File: src/rtl/mix_column_engine.sv
// rtl/mix_column_engine.sv - sequential AES MixColumns/InvMixColumns engine, LANES columns per clock
// Optional feature macro: MIXCOL_BYPASS_EN (adds bypass input for the final round).
module mix_column_engine #(
  parameter int LANES = 4,
  parameter int CNT_W = 2
) (
  input  logic         clk,
  input  logic         rst_n,
  input  logic         in_valid,
  output logic         in_ready,
  input  logic         encrypt,
`ifdef MIXCOL_BYPASS_EN
  input  logic         bypass,
`endif
  input  logic [127:0] state_in,
  output logic         out_valid,
  input  logic         out_ready,
  output logic [127:0] state_out,
  output logic         busy
);

  localparam int GROUPS = 4 / LANES;
  localparam logic [CNT_W-1:0] LAST_GRP = CNT_W'(GROUPS - 1);

  if (!(LANES == 1 || LANES == 2 || LANES == 4)) begin : g_bad_lanes
    $error("mix_column_engine: LANES must be 1, 2 or 4");
  end
  if ((1 << CNT_W) < GROUPS) begin : g_bad_cnt
    $error("mix_column_engine: CNT_W too narrow for 4/LANES groups");
  end

  typedef enum logic [1:0] {
    S_IDLE = 2'd0,
    S_BUSY = 2'd1,
    S_DONE = 2'd2
  } state_t;

  state_t             r_state;
  state_t             w_next;
  logic [CNT_W-1:0]   r_grp;
  logic [127:0]       r_in;
  logic               r_enc;
  logic [127:0]       r_res;
  logic [127:0]       w_res_next;
  logic               w_accept;
  logic               w_bypass;
  logic [31:0]        w_lane_in  [LANES];
  logic [31:0]        w_lane_out [LANES];

  function automatic logic [7:0] xtime(input logic [7:0] a);
    return {a[6:0], 1'b0} ^ (a[7] ? 8'h1b : 8'h00);
  endfunction

  // Coefficients are at most 0x0E, so four shift-and-add steps suffice.
  function automatic logic [7:0] gmul(input logic [7:0] a, input logic [3:0] c);
    logic [7:0] p;
    logic [7:0] t;
    p = 8'h00;
    t = a;
    for (int i = 0; i < 4; i++) begin
      if (c[i]) p = p ^ t;
      t = xtime(t);
    end
    return p;
  endfunction

  function automatic logic [31:0] mix_col(input logic [31:0] col, input logic enc);
    logic [7:0]  a [4];
    logic [3:0]  m [4];
    logic [7:0]  b;
    logic [31:0] res;
    if (enc) begin
      m[0] = 4'h2; m[1] = 4'h3; m[2] = 4'h1; m[3] = 4'h1;
    end else begin
      m[0] = 4'he; m[1] = 4'hb; m[2] = 4'hd; m[3] = 4'h9;
    end
    for (int k = 0; k < 4; k++) a[k] = col[31-8*k -: 8];
    res = 32'h0;
    for (int r = 0; r < 4; r++) begin
      b = 8'h00;
      for (int k = 0; k < 4; k++) b = b ^ gmul(a[k], m[(k - r) & 3]);
      res[31-8*r -: 8] = b;
    end
    return res;
  endfunction

`ifdef MIXCOL_BYPASS_EN
  assign w_bypass = bypass;
`else
  assign w_bypass = 1'b0;
`endif

  assign w_accept = (r_state == S_IDLE) && in_valid;

  // Only LANES mixers exist; each picks its column of the current group.
  always_comb begin
    for (int l = 0; l < LANES; l++) begin
      w_lane_in[l] = 32'h0;
      for (int g = 0; g < GROUPS; g++) begin
        if (r_grp == CNT_W'(g)) w_lane_in[l] = r_in[127-32*(g*LANES+l) -: 32];
      end
    end
  end

  for (genvar l = 0; l < LANES; l++) begin : g_lane
    assign w_lane_out[l] = mix_col(w_lane_in[l], r_enc);
  end

  always_comb begin
    w_res_next = r_res;
    for (int c = 0; c < 4; c++) begin
      if (r_grp == CNT_W'(c / LANES)) w_res_next[127-32*c -: 32] = w_lane_out[c % LANES];
    end
  end

  always_ff @(posedge clk or negedge rst_n) begin
    if (!rst_n) begin
      r_state <= S_IDLE;
    end else begin
      r_state <= w_next;
    end
  end

  always_comb begin
    w_next = r_state;
    case (r_state)
      S_IDLE:  if (in_valid) w_next = w_bypass ? S_DONE : S_BUSY;
      S_BUSY:  if (r_grp == LAST_GRP) w_next = S_DONE;
      S_DONE:  if (out_ready) w_next = S_IDLE;
      default: w_next = S_IDLE;
    endcase
  end

  always_comb begin
    in_ready  = (r_state == S_IDLE) && rst_n;
    out_valid = (r_state == S_DONE);
    busy      = (r_state == S_BUSY);
    state_out = r_res;
  end

  always_ff @(posedge clk or negedge rst_n) begin
    if (!rst_n) begin
      r_in  <= 128'h0;
      r_enc <= 1'b0;
      r_res <= 128'h0;
      r_grp <= '0;
    end else if (w_accept) begin
      r_in  <= state_in;
      r_enc <= encrypt;
      r_grp <= '0;
      if (w_bypass) r_res <= state_in;
    end else if (r_state == S_BUSY) begin
      r_res <= w_res_next;
      r_grp <= r_grp + CNT_W'(1);
    end
  end

endmodule

File: config.mk
export PLATFORM = sky130hd
export DESIGN_NAME = mix_column_engine
export DESIGN_NICKNAME = d
export VERILOG_FILES = /design/src/rtl/mix_column_engine.sv
export SDC_FILE = /design/constraint.sdc
export NUM_CORES = 1
export LEC_CHECK = 0
export CAP_MARGIN = 30
export CORE_ASPECT_RATIO = 0.6
export CORE_UTILIZATION = 50
export CTS_BUF_LIST = sky130_fd_sc_hd__clkbuf_8
export CTS_CLUSTER_DIAMETER = 60
export DETAILED_ROUTE_END_ITERATION = 10
export GPL_TIMING_DRIVEN = 0
export MAX_ROUTING_LAYER = met4
export PLACE_DENSITY_LB_ADDON = 0.1
export SLEW_MARGIN = 10
export SYNTH_ARGS = -nofsm -noshare
export SYNTH_HDL_FRONTEND = slang
export SYNTH_SLANG_ARGS = --single-unit
File: constraint.sdc
create_clock -name clk -period 2.35 [get_ports clk]
set_input_delay 0.235 -clock clk [delete_from_list [all_inputs] [get_ports clk]]
set_output_delay 0.235 -clock clk [all_outputs]
set_load 0.02 [all_outputs]
==> summary.txt <==
Setup path
  – Critical-path cell list: buf_4 -> xnor2_4 -> xor2_2 -> xnor3_1 -> nand2_2 -> xor2_4 -> xnor2_1 -> o21ai_1
  – CP Launch Type: flip-flop
  – Setup Crit Path Kind: flip-flop to flip-flop
  – Req. time, crit path: 2.80 ns
  – CP arrival: 2.80 ns
  – Crit. End Element: flip-flop
  – Critical-path top delay cell: xnor3_1
  – Maximum fanout along the worst path: 10
  – Largest stage delay on the critical path: 0.49 ns

Timing
  – Max-slew violations: 0
  – Layout Skew: 0.0290 ns
  – Hold violation count in the final report: 0
  – RSZ-0062 raised after global routing: true
  – Final setup TNS: -0.00202 ns
  – Relative slew margins: 0.351
  – Worst slew pin tran: 0.973 ns
  – Setup ws final: -0.00202 ns
  – Post-route minimum period: 2.35 ns
  – Final setup viols: 1
  – Fmax: 425 MHz
  – Final period util: 1.00

Clocking
  – Max Buffers Root-to-Sink: 3
  – Clock Latency Late Sink: 0.60 ns
  – Clock tree sinks: 261
  – Root Buffer: clkbuf_8
  – H-tree depth: 2
  – Clock slew at reported path FFs: 0.07 ns
  – Num CTS Buffers: 41
  – TritonCTS clock tree: yes

Floorplanning
  – Chip Width: 255 um
  – Die height: 154 um
  – Initial Util: 0.507
  – Die ar.: 39,100 um^2
  – FP Rows: 55
  – I/O pin total: 264
  – Core Box Area: 37,700 um^2

GRT
  – Vias in the first global route: 14,200
  – Antenna violations before repair: 2
  – Grt ovf: 0
  – Total global-route track usage: 0.314
  – First-pass GRT wire length: 88.6 mm
  – Largest net degree at the start of global routing: 84

Routing
  – Post-route DRC: 0
  – Final ANT Viol Nets: 0
  – Via count: 14,300
  – Final wirelength: 59.3 mm
  – WL per Instance: 21.5 um
  – DR pass1 iterations: 5
  – Initial DRC Count: 997
  – Post-DR vias/cell: 5.16

Cells and area
  – Layout area overhead: 30.4%
  – # nets final: 2,355
  – Final Non-Filler Cells: 2,764
  – Fraction of layout cells with a size suffix above 1: 0.208

Outcome
  – Status: finished with violations
  – Failing checks: negative setup slack

Placed design
  – Placed Cells: 2,671
  – DP HPWL: 44.3 mm
  – Final GP Congestion: 0.943
  – Port Buffers: 263
  – Place WS: -1.17 ns

Synth
  – Yosys reg bits: 261
  – Seq/Total Area, Yosys: 0.341
  – Syn Area/Cell: 10.1 um^2
  – Synthesized area: 19,100 um^2
  – Post-synthesis net count: 2,026
  – Gate count of the mapped netlist: 1,892
  – Syn. warnings: 0
  – Post-synth cell types: 35

Flow run
  – Max-cap violations: 0

Min path
  – Worst min path class: input port to flip-flop
-- layout make-up --
type / instances / area [um^2]
timing repair buffer: 318 / 3230
clock buffer: 46 / 633
buffer: 139 / 818
antenna: 2 / 5.00
tap: 513 / 642
inverter: 5 / 18.8
sequential: 261 / 6550
multi-input combinational: 1455 / 12900
fill: 3006 / 12800
clock inverter: 25 / 163
-- metal layers --
metal / global-route usage / wire length (um)
met2: 0.451 / 25900
met1: 0.464 / 28200
met4: 0.0651 / 1030
met3: 0.0515 / 4190
met5: - / 0
-- final timing paths --
kind | depth (start not counted) | start | slack [ns] | end
max | 8 | r_in[111]$_DFFE_PN0P_ | -0.002 | state_out[107]$_DFFE_PN0P_
min | 2 | state_in[110] | 0.25 | r_in[110]$_DFFE_PN0P_
max reg2reg | 8 | r_in[111]$_DFFE_PN0P_ | -0.002 | state_out[107]$_DFFE_PN0P_
min reg2reg | 2 | state_out[17]$_DFFE_PN0P_ | 0.48 | state_out[17]$_DFFE_PN0P_
max in group asynchronous | 5 | rst_n | 0.81 | r_in[37]$_DFFE_PN0P_
min in group asynchronous | 3 | rst_n | 0.39 | r_in[4]$_DFFE_PN0P_
-- through the flow --
| step | util | area [um^2] | hold slack (ns) |
|---|---|---|---|
| 6_report | 0.661 | 24900 | 0.245 |
| 5_1_grt | 0.661 | 24900 | 0.225 |
| 4_1_cts | 0.643 | 24200 | 0.222 |
| 3_5_place_dp | 0.596 | 22500 | 0.235 |
| 3_3_place_gp | 0.594 | 22400 | 0.464 |
| 2_1_floorplan | - | 19100 | -0.0606 |
-- cells by family after synthesis --
logic type / Yosys count / share of synthesized area
multiplexers: 137 / 0.0803
AO/OA/AOI/OAI: 152 / 0.0415
adder cells (fa/ha/maj): 1 / 0.000654
XOR/XNOR: 854 / 0.433
AND/OR/NAND/NOR: 311 / 0.0641
buffers and inverters: 176 / 0.0386
flip-flops: 261 / 0.341
-- registers in the layout, indices dropped and copies added (netlist names) --
name       cells
r_enc          1
r_grp          2
r_in         128
r_state        2
state_out    128
-- synthesized netlist by cell type, drive strengths merged --
cell type    n  area, um^2
nand3        5        25.0
xnor2      643        5730
xor3        10         239
and2         2        12.5
ha           1        12.5
o31ai        3        22.5
a211oi       2        15.0
nand2b       5        31.3
a221oi       1        15.0
clkbuf     117         439
nor2b        4        32.5
a21oi        5        25.0
or3          3        18.8
a21o         4        30.0
o21ai      137         686
nand2      191         717
nor2        97         364
nor3         2        10.0
dfrtp      261        6530
buf         54         280
xnor3       39         878
mux2       132        1490
xor2       162        1450
nor3b        2        15.0
mux2i        5        50.1
inv          5        18.8
-- placed cells by master (no fill, tap or decap), types with 15 or more instances in the layout --
cell type and n:
clkbuf_4 20, clkbuf_8 47, mux2_2 132, clkbuf_1 48, dfrtp_1 250, clkdlybuf4s50_1 260
xor2_1 138, o21ai_0 90, xnor2_1 568, inv_1 19, o21ai_1 47, nor2_1 90
clkbuf_2 29, buf_4 58, xnor2_2 53, xnor2_4 22, xor2_2 15, nand2_1 189
xnor3_1 32
-- critical path, delay by kind of cell, from the launching register on --
| kind | cells | cell delay [ns] |
|---|---|---|
| buf+inv | 1 | 0.22 |
| compound gates | 1 | 0.08 |
| xor+xnor | 5 | 1.40 |
| flops | 1 | 0.37 |
| simple gates | 1 | 0.13 |
-- repair_timing --
action                                 4_1_cts  5_1_grt
resized for setup                          150      131
hold buffers                                 8        0
pin swaps                                   31       41
buffers inserted                            21       22
gates cloned                                 1        0
endpoints found under the hold margin      139        0
setup endpoints to repair                  212      141
Power is left out: the tool's default activity adds up to more than one toggle a clock period on the data nets, which glitch-free logic cannot reach.
